--- config.mk ---
export PLATFORM = sky130hd
export DESIGN_NAME = sprite_engine
export DESIGN_NICKNAME = d
export VERILOG_FILES = /design/src/rtl/sprite_engine.sv
export SDC_FILE = /design/constraint.sdc
export NUM_CORES = 1
export LEC_CHECK = 0
export ABC_CLOCK_PERIOD_IN_PS = 9150
export CORE_UTILIZATION = 50
export CTS_CLUSTER_DIAMETER = 120
export DETAILED_ROUTE_END_ITERATION = 8
export MAX_ROUTING_LAYER = met4
export PLACE_DENSITY = 0.82
export REMOVE_ABC_BUFFERS = 1
export SLEW_MARGIN = 20
export SYNTH_ARGS = -nofsm -noshare
export SYNTH_HDL_FRONTEND = slang
export SYNTH_SLANG_ARGS = --single-unit
export TNS_END_PERCENT = 20
--- constraint.sdc ---
create_clock -name clock -period 9.15 [get_ports clock]
set_input_delay 2.745 -clock clock [delete_from_list [all_inputs] [get_ports clock]]
set_output_delay 2.745 -clock clock [all_outputs]
set_load 0.05 [all_outputs]
--- src/rtl/sprite_engine.sv ---
// sprite_engine: multi-sprite erase/move/redraw engine streaming pixels to a VGA plot port.
// Ports: clock/reset (sync, active-high); run gates the frame counter;
// cfg_* write one sprite slot while idle; plot_ready accepts the current pixel;
// x/y/colour/plot form the registered pixel stream; busy marks a frame pass,
// frame_done pulses at its end; retired holds sticky per-slot limit flags;
// overrun is sticky when a tick lands during a pass.
module sprite_engine #(
  parameter int NUM_SPRITES = 4,
  parameter int SPR_W = 4,
  parameter int SPR_H = 4,
  parameter int X_W = 8,
  parameter int Y_W = 7,
  parameter int DX_W = 4,
  parameter int X_LIMIT = 100,
  parameter int WRAP = 0,
  parameter int BG_COLOUR = 0,
  parameter int FRAME_CYCLES = 833333,
  localparam int IW = NUM_SPRITES > 1 ? $clog2(NUM_SPRITES) : 1
) (
  input  logic                   clock,
  input  logic                   reset,
  input  logic                   run,
  input  logic                   cfg_we,
  input  logic [IW-1:0]          cfg_idx,
  input  logic [X_W-1:0]         cfg_x,
  input  logic [Y_W-1:0]         cfg_y,
  input  logic [DX_W-1:0]        cfg_dx,
  input  logic [2:0]             cfg_colour,
  input  logic                   cfg_en,
  input  logic                   plot_ready,
  output logic [X_W-1:0]         x,
  output logic [Y_W-1:0]         y,
  output logic [2:0]             colour,
  output logic                   plot,
  output logic                   busy,
  output logic                   frame_done,
  output logic [NUM_SPRITES-1:0] retired,
  output logic                   overrun
);
  localparam int NPIX = SPR_W * SPR_H;
  localparam int PW = $clog2(NPIX) + 1;
  localparam int FW = $clog2(FRAME_CYCLES + 1);
  localparam logic [2:0] IDLE = 3'd0, SCAN = 3'd1, ERASE = 3'd2, MOVE = 3'd3, DRAW = 3'd4, DONE = 3'd5;
  logic [2:0] state;
  logic [IW-1:0] idx;
  logic [PW-1:0] pix;
  logic [FW-1:0] fc;
  logic [X_W-1:0] sx [NUM_SPRITES];
  logic [Y_W-1:0] sy [NUM_SPRITES];
  logic signed [DX_W-1:0] sdx [NUM_SPRITES];
  logic [2:0] scol [NUM_SPRITES];
  logic [NUM_SPRITES-1:0] sen;
  logic tick, last, fits;
  logic signed [X_W:0] nx;
  logic [X_W-1:0] nxw;
  int m;
  assign tick = run && fc == FW'(FRAME_CYCLES - 1);
  assign last = idx == IW'(NUM_SPRITES - 1);
  assign busy = state != IDLE;
  assign frame_done = state == DONE;
  function automatic logic [X_W-1:0] col_x(input logic [X_W-1:0] bx, input logic [PW-1:0] p);
    return bx + X_W'(p % PW'(SPR_W));
  endfunction
  function automatic logic [Y_W-1:0] row_y(input logic [Y_W-1:0] by, input logic [PW-1:0] p);
    return by + Y_W'(p / PW'(SPR_W));
  endfunction
  // Next x of the current slot; the modulo path only matters when WRAP is set.
  always_comb begin
    nx = $signed({1'b0, sx[idx]}) + (X_W+1)'(sdx[idx]);
    fits = !nx[X_W] && nx[X_W-1:0] <= X_W'(X_LIMIT);
    m = int'(nx) % (X_LIMIT + 1);
    m = m < 0 ? m + X_LIMIT + 1 : m;
    nxw = fits ? nx[X_W-1:0] : X_W'(m);
  end
  always_ff @(posedge clock) begin
    if (reset) begin
      state <= IDLE;
      idx <= '0;
      pix <= '0;
      fc <= '0;
      sen <= '0;
      retired <= '0;
      overrun <= 1'b0;
      x <= '0;
      y <= '0;
      colour <= '0;
      plot <= 1'b0;
      for (int i = 0; i < NUM_SPRITES; i++) begin
        sx[i] <= '0;
        sy[i] <= '0;
        sdx[i] <= '0;
        scol[i] <= '0;
      end
    end else begin
      fc <= (!run || tick) ? '0 : fc + 1'b1;
      if (tick && busy) overrun <= 1'b1;
      case (state)
        IDLE: begin
          if (cfg_we) begin
            sx[cfg_idx] <= cfg_x;
            sy[cfg_idx] <= cfg_y;
            sdx[cfg_idx] <= cfg_dx;
            scol[cfg_idx] <= cfg_colour;
            sen[cfg_idx] <= cfg_en;
            retired[cfg_idx] <= 1'b0;
          end
          if (tick) begin
            idx <= '0;
            state <= SCAN;
          end
        end
        SCAN: begin
          if (sen[idx]) begin
            state <= ERASE;
            pix <= '0;
            x <= sx[idx];
            y <= sy[idx];
            colour <= 3'(BG_COLOUR);
            plot <= 1'b1;
          end else begin
            state <= last ? DONE : SCAN;
            idx <= idx + 1'b1;
          end
        end
        ERASE, DRAW: begin
          if (plot_ready) begin
            if (pix == PW'(NPIX - 1)) begin
              plot <= 1'b0;
              state <= state == ERASE ? MOVE : last ? DONE : SCAN;
              if (state == DRAW) idx <= idx + 1'b1;
            end else begin
              pix <= pix + 1'b1;
              x <= col_x(sx[idx], pix + 1'b1);
              y <= row_y(sy[idx], pix + 1'b1);
            end
          end
        end
        MOVE: begin
          if (fits || WRAP != 0) begin
            sx[idx] <= nxw;
            state <= DRAW;
            pix <= '0;
            x <= nxw;
            y <= sy[idx];
            colour <= scol[idx];
            plot <= 1'b1;
          end else begin
            sen[idx] <= 1'b0;
            retired[idx] <= 1'b1;
            state <= last ? DONE : SCAN;
            idx <= idx + 1'b1;
          end
        end
        default: state <= IDLE;
      endcase
    end
  end
endmodule

==> impl_results.md <==
* Initial DRT Pass Iterations at 5
* Count of different cell masters after synthesis at 62
* Fraction of the core area covered by cells at the end of the flow at 59.7%
* Drt wl/cell at 17.8 µm
* Routed wire length at 17000 µm
* Crit end category: flip-flop
* Global-route wire length before repair at 26500 µm
* Slowest stage cell on the critical path: sky130_fd_sc_hd__dfxtp_1
* Setup repair bufs after CTS at 0
* Maximum single-stage delay on the critical path at 1.05 ns
* PostCTS Resize Cnt at 0
* Number of nets still failing antenna checks after routing at 0
* Highest layer used for signal routing: met4
* Post-synthesis share of cell area spent on xor and xnor gates at between 3 and 4%
* Maximum number of pins on one net before global-route repair at 53
* Number of I/O pins at 56
* Clk pwr share at 44.2%
* Portion of synthesized cell area occupied by the leading cell type at 35.7%
* Number of levels the H-tree was split into at 4
* Via density per instance at 5.78
* Total power consumption of the routed design at 1.52 mW
* Setup slack, reg-to-reg at 3.70 ns
* Max-slew violation count at 0
* Count of standard-cell rows at 44
* Cell area after technology mapping at 0.00740 mm²
* Buffer type at the clock tree root: sky130_fd_sc_hd__clkbuf_16
* Post-synthesis async set-or-reset flop share at 0%
* Maximum frequency from static timing analysis at roughly 180 MHz
* Ys Warns at 0
* Routability Congestion at approximately 0.9
* Number of violations of the max-capacitance limit at 0
* Number of antenna violations at the first check in global routing at 0
* Normalized max-slew margin at 26.6%
* Power per cell area at 176 mW/mm²
* Summed area of non-filler cells in the final layout at 0.00864 mm²
* Height of the chip at 124 µm
* Register area share after synthesis at 51.9%
* Maximum buffer depth of the clock tree at 2
* Post-layout min period at 5.45 ns
* Cells after synthesis at roughly 700
* Number of flops mapped to enable cells by yosys at 88
* Number of endpoints with negative hold slack in the final report at 0
* Instance area at placement at 0.00807 mm²
* Clock slew at reported path FFs at 0.06 ns
* Detailed Route Iter0 Violations at 527
* Number of clock sinks at 148
* Cell types occupying the most area after synthesis: sky130_fd_sc_hd__edfxtp_1 36%, sky130_fd_sc_hd__dfxtp_1 16%, sky130_fd_sc_hd__nor2_1 7.2%, sky130_fd_sc_hd__mux4_2 7.0%, sky130_fd_sc_hd__ha_1 3.7%
* Die X-Extent at 124 µm
* Average size of a mapped cell at 10.4 µm²
* Area growth from synthesis to final layout at 16.7%
* Complex-gate fraction of the synthesized area at between 10% and 20%
* Required time at the endpoint of the critical path at about 9.3 ns
* Total number of vias at between 5k and 6k
* Kind of critical path: flip-flop to flip-flop
* Switching share of total power at 24.0%
* Core Footprint at 0.0145 mm²
* Maximum fanout encountered on the critical timing path at 22
* Synth Flop Type: sky130_fd_sc_hd__edfxtp_1
* Worst min-delay path category: flip-flop to flip-flop
* Latest clock arrival within the worst-skew pair at around 0.43 ns
* Cell-by-cell trace of the critical path: mux4_2 > ha_1 > fa_1 > a211o_1 > a21oi_1 > o22ai_1 > nand2b_1 > a211oi_2 > nand2_1 > nor2_2 > inv_1 > o22ai_1 > o21ai_1 > nand2b_1
* Startpoint kind of the worst setup timing path: flip-flop
* Ratio of cells with drive above 1 in the final layout at 10.0%
* CTS tree: yes
* Arrival time reported for the critical path endpoint at 5.54 ns
* Area share of and/or/nand/nor cells after synthesis at between 10% and 20%
* Sw Pwr at 0.365 mW
* Result of the run: complete, no violations
* Post-DP HPWL at 11600 µm
* DRC violation count after routing at 0
* Via count of the first global-routing pass at 5090
* Cell type contributing the most total cell area after synthesis: sky130_fd_sc_hd__edfxtp_1
* Relative contribution of sequential cells to total power at about half
* Flops & latches, synth at 148
* Main combinational cell family by area after synthesis: simple AND/OR/NAND/NOR gates
* Setup-failing EPs final at 0
* Hold-fix buffers at CTS at 0
* Total congestion overflow after global routing at 0
* Final worst path period share at around three fifths
* Clock skew after layout at 0.0119 ns
* Worst ir drop on vdd at 0.122 mV
* Full die area at 0.0153 mm²
* Arithmetic-cell share of the synthesized area counting full adders, half adders and majority gates at under 10%
* Routed met3 length at between 1000 and 1500 µm
* Proportion of power drawn by combinational gates at about 7.3%
* Setup_tns at 0 ns
* Number of I/O port buffers at 55
* Mux share of post-synthesis cell area at 8.42%
* Worst-margin pin slew at 1.10 ns
* Leakage component of the power at 3.22 nW
* Clock buffers created by TritonCTS at 17
* Met2 WL post-DR at 8150 µm
* Wl on met1 at 7190 µm
* Ant diodes at 0
* GRT Resource Usage Total at between 20 and 25%
* Unrepaired setup endpoints after global routing: false
* Smallest hold slack at 0.454 ns
* Cell internal pwr at about 1.2 mW
* Initial Util at 51.1%
* Final-stage net count at ~800
-- synthesized netlist by cell type (all sizes together) (2+ instances only) --
cell type	count
fa	3
o21ai	18
nand4	4
nand3b	2
a21o	3
a31oi	2
mux2	4
a21oi	38
clkbuf	30
xnor2	16
o311ai	2
ha	22
and2	4
a211oi	14
nor3b	2
and3	14
nor4b	3
a22oi	8
edfxtp	88
o211ai	3
xor2	13
dfxtp	60
nand2	50
o21bai	3
nor2b	3
inv	45
nor3	14
mux2i	6
a221oi	2
nand3	21
nand2b	14
nor2	143
buf	6
a211o	2
or2	6
mux4	23
a311oi	2
o22ai	8
-- through the flow --
step | setup WS [ns] | instances
after detailed placement | 3.82 | 922
final | 3.70 | 954
after CTS | 3.79 | 954
after floorplan | 4.26 | 678
after global placement | 3.97 | 922
after global routing | 3.42 | 954
-- flip-flops by register name (all words and copies together) (netlist names), named ones only --
register  flops
colour        3
fc           20
idx           2
overrun       1
pix           5
plot          1
retired       4
scol         12
sdx          16
sen           4
state         3
sx           32
sy           28
x             8
y             7
-- final timing paths --
kind                                        start  cells after the start                endpoint
worst max-delay path                    flip-flop                     14  sx[2][4]$_SDFFCE_PN0P_
worst min-delay path            y[2]$_SDFFE_PP0P_                      2       y[2]$_SDFFE_PP0P_
worst max register to register          flip-flop                     14  sx[2][4]$_SDFFCE_PN0P_
worst min register to register  y[2]$_SDFFE_PP0P_                      2       y[2]$_SDFFE_PP0P_
-- cells by family after synthesis --
group	count (synthesis)
fa+ha+maj	25
flops	148
xor+xnor	29
buf+inv	81
simple gates	284
mux	33
compound gates	114
-- worst max-delay path: cells and delay by family, from the launching register on --
kind / cells / cell delay, ns
AOI/OAI and AO/OA: 6 / 1.66
and+or+nand+nor: 4 / 1.11
DFF: 1 / 1.05
adders and majority gates: 2 / 0.69
muxes: 1 / 0.49
buffers and inverters: 1 / 0.11
-- power by group through the flow --
stage | sequential [mW] | clock, mW | combinational [mW]
global placement | 0.751 | 0 | 0.106
CTS | 0.739 | 0.675 | 0.110
global route | 0.740 | 0.702 | 0.121
floorplan | 0.748 | 0 | 0.0678
detailed placement | 0.753 | 0 | 0.108
finish | 0.739 | 0.672 | 0.111
-- per-layer routing --
| layer | track usage (%) | up-vias |
|---|---|---|
| met5 | - | - |
| met4 | 9.64 | 0 |
| met3 | 5.31 | 32 |
| met2 | 37.7 | 226 |
| met1 | 31.3 | 2643 |
| li1 | - | 2617 |
-- cell type report --
type | instances | area (µm²)
clock buffer | 18 | 439
clock inverter | 14 | 130
fill | 1131 | 5840
inverter | 45 | 169
multi-input combinational | 485 | 3240
sequential | 148 | 3840
tap | 184 | 230
timing repair buffer | 60 | 583
-- layout by cell type (no fill, tap or decap), drive strengths merged, types with 18 or more instances in the layout --
cell type / count
nand3: 21
clkbuf: 18
nand2: 50
clkdlybuf4s50: 54
inv: 48
mux4: 23
dfxtp: 60
o21ai: 18
edfxtp: 88
nor2: 143
ha: 22
a21oi: 38
Note: power is estimated with default switching activity, not from simulation.
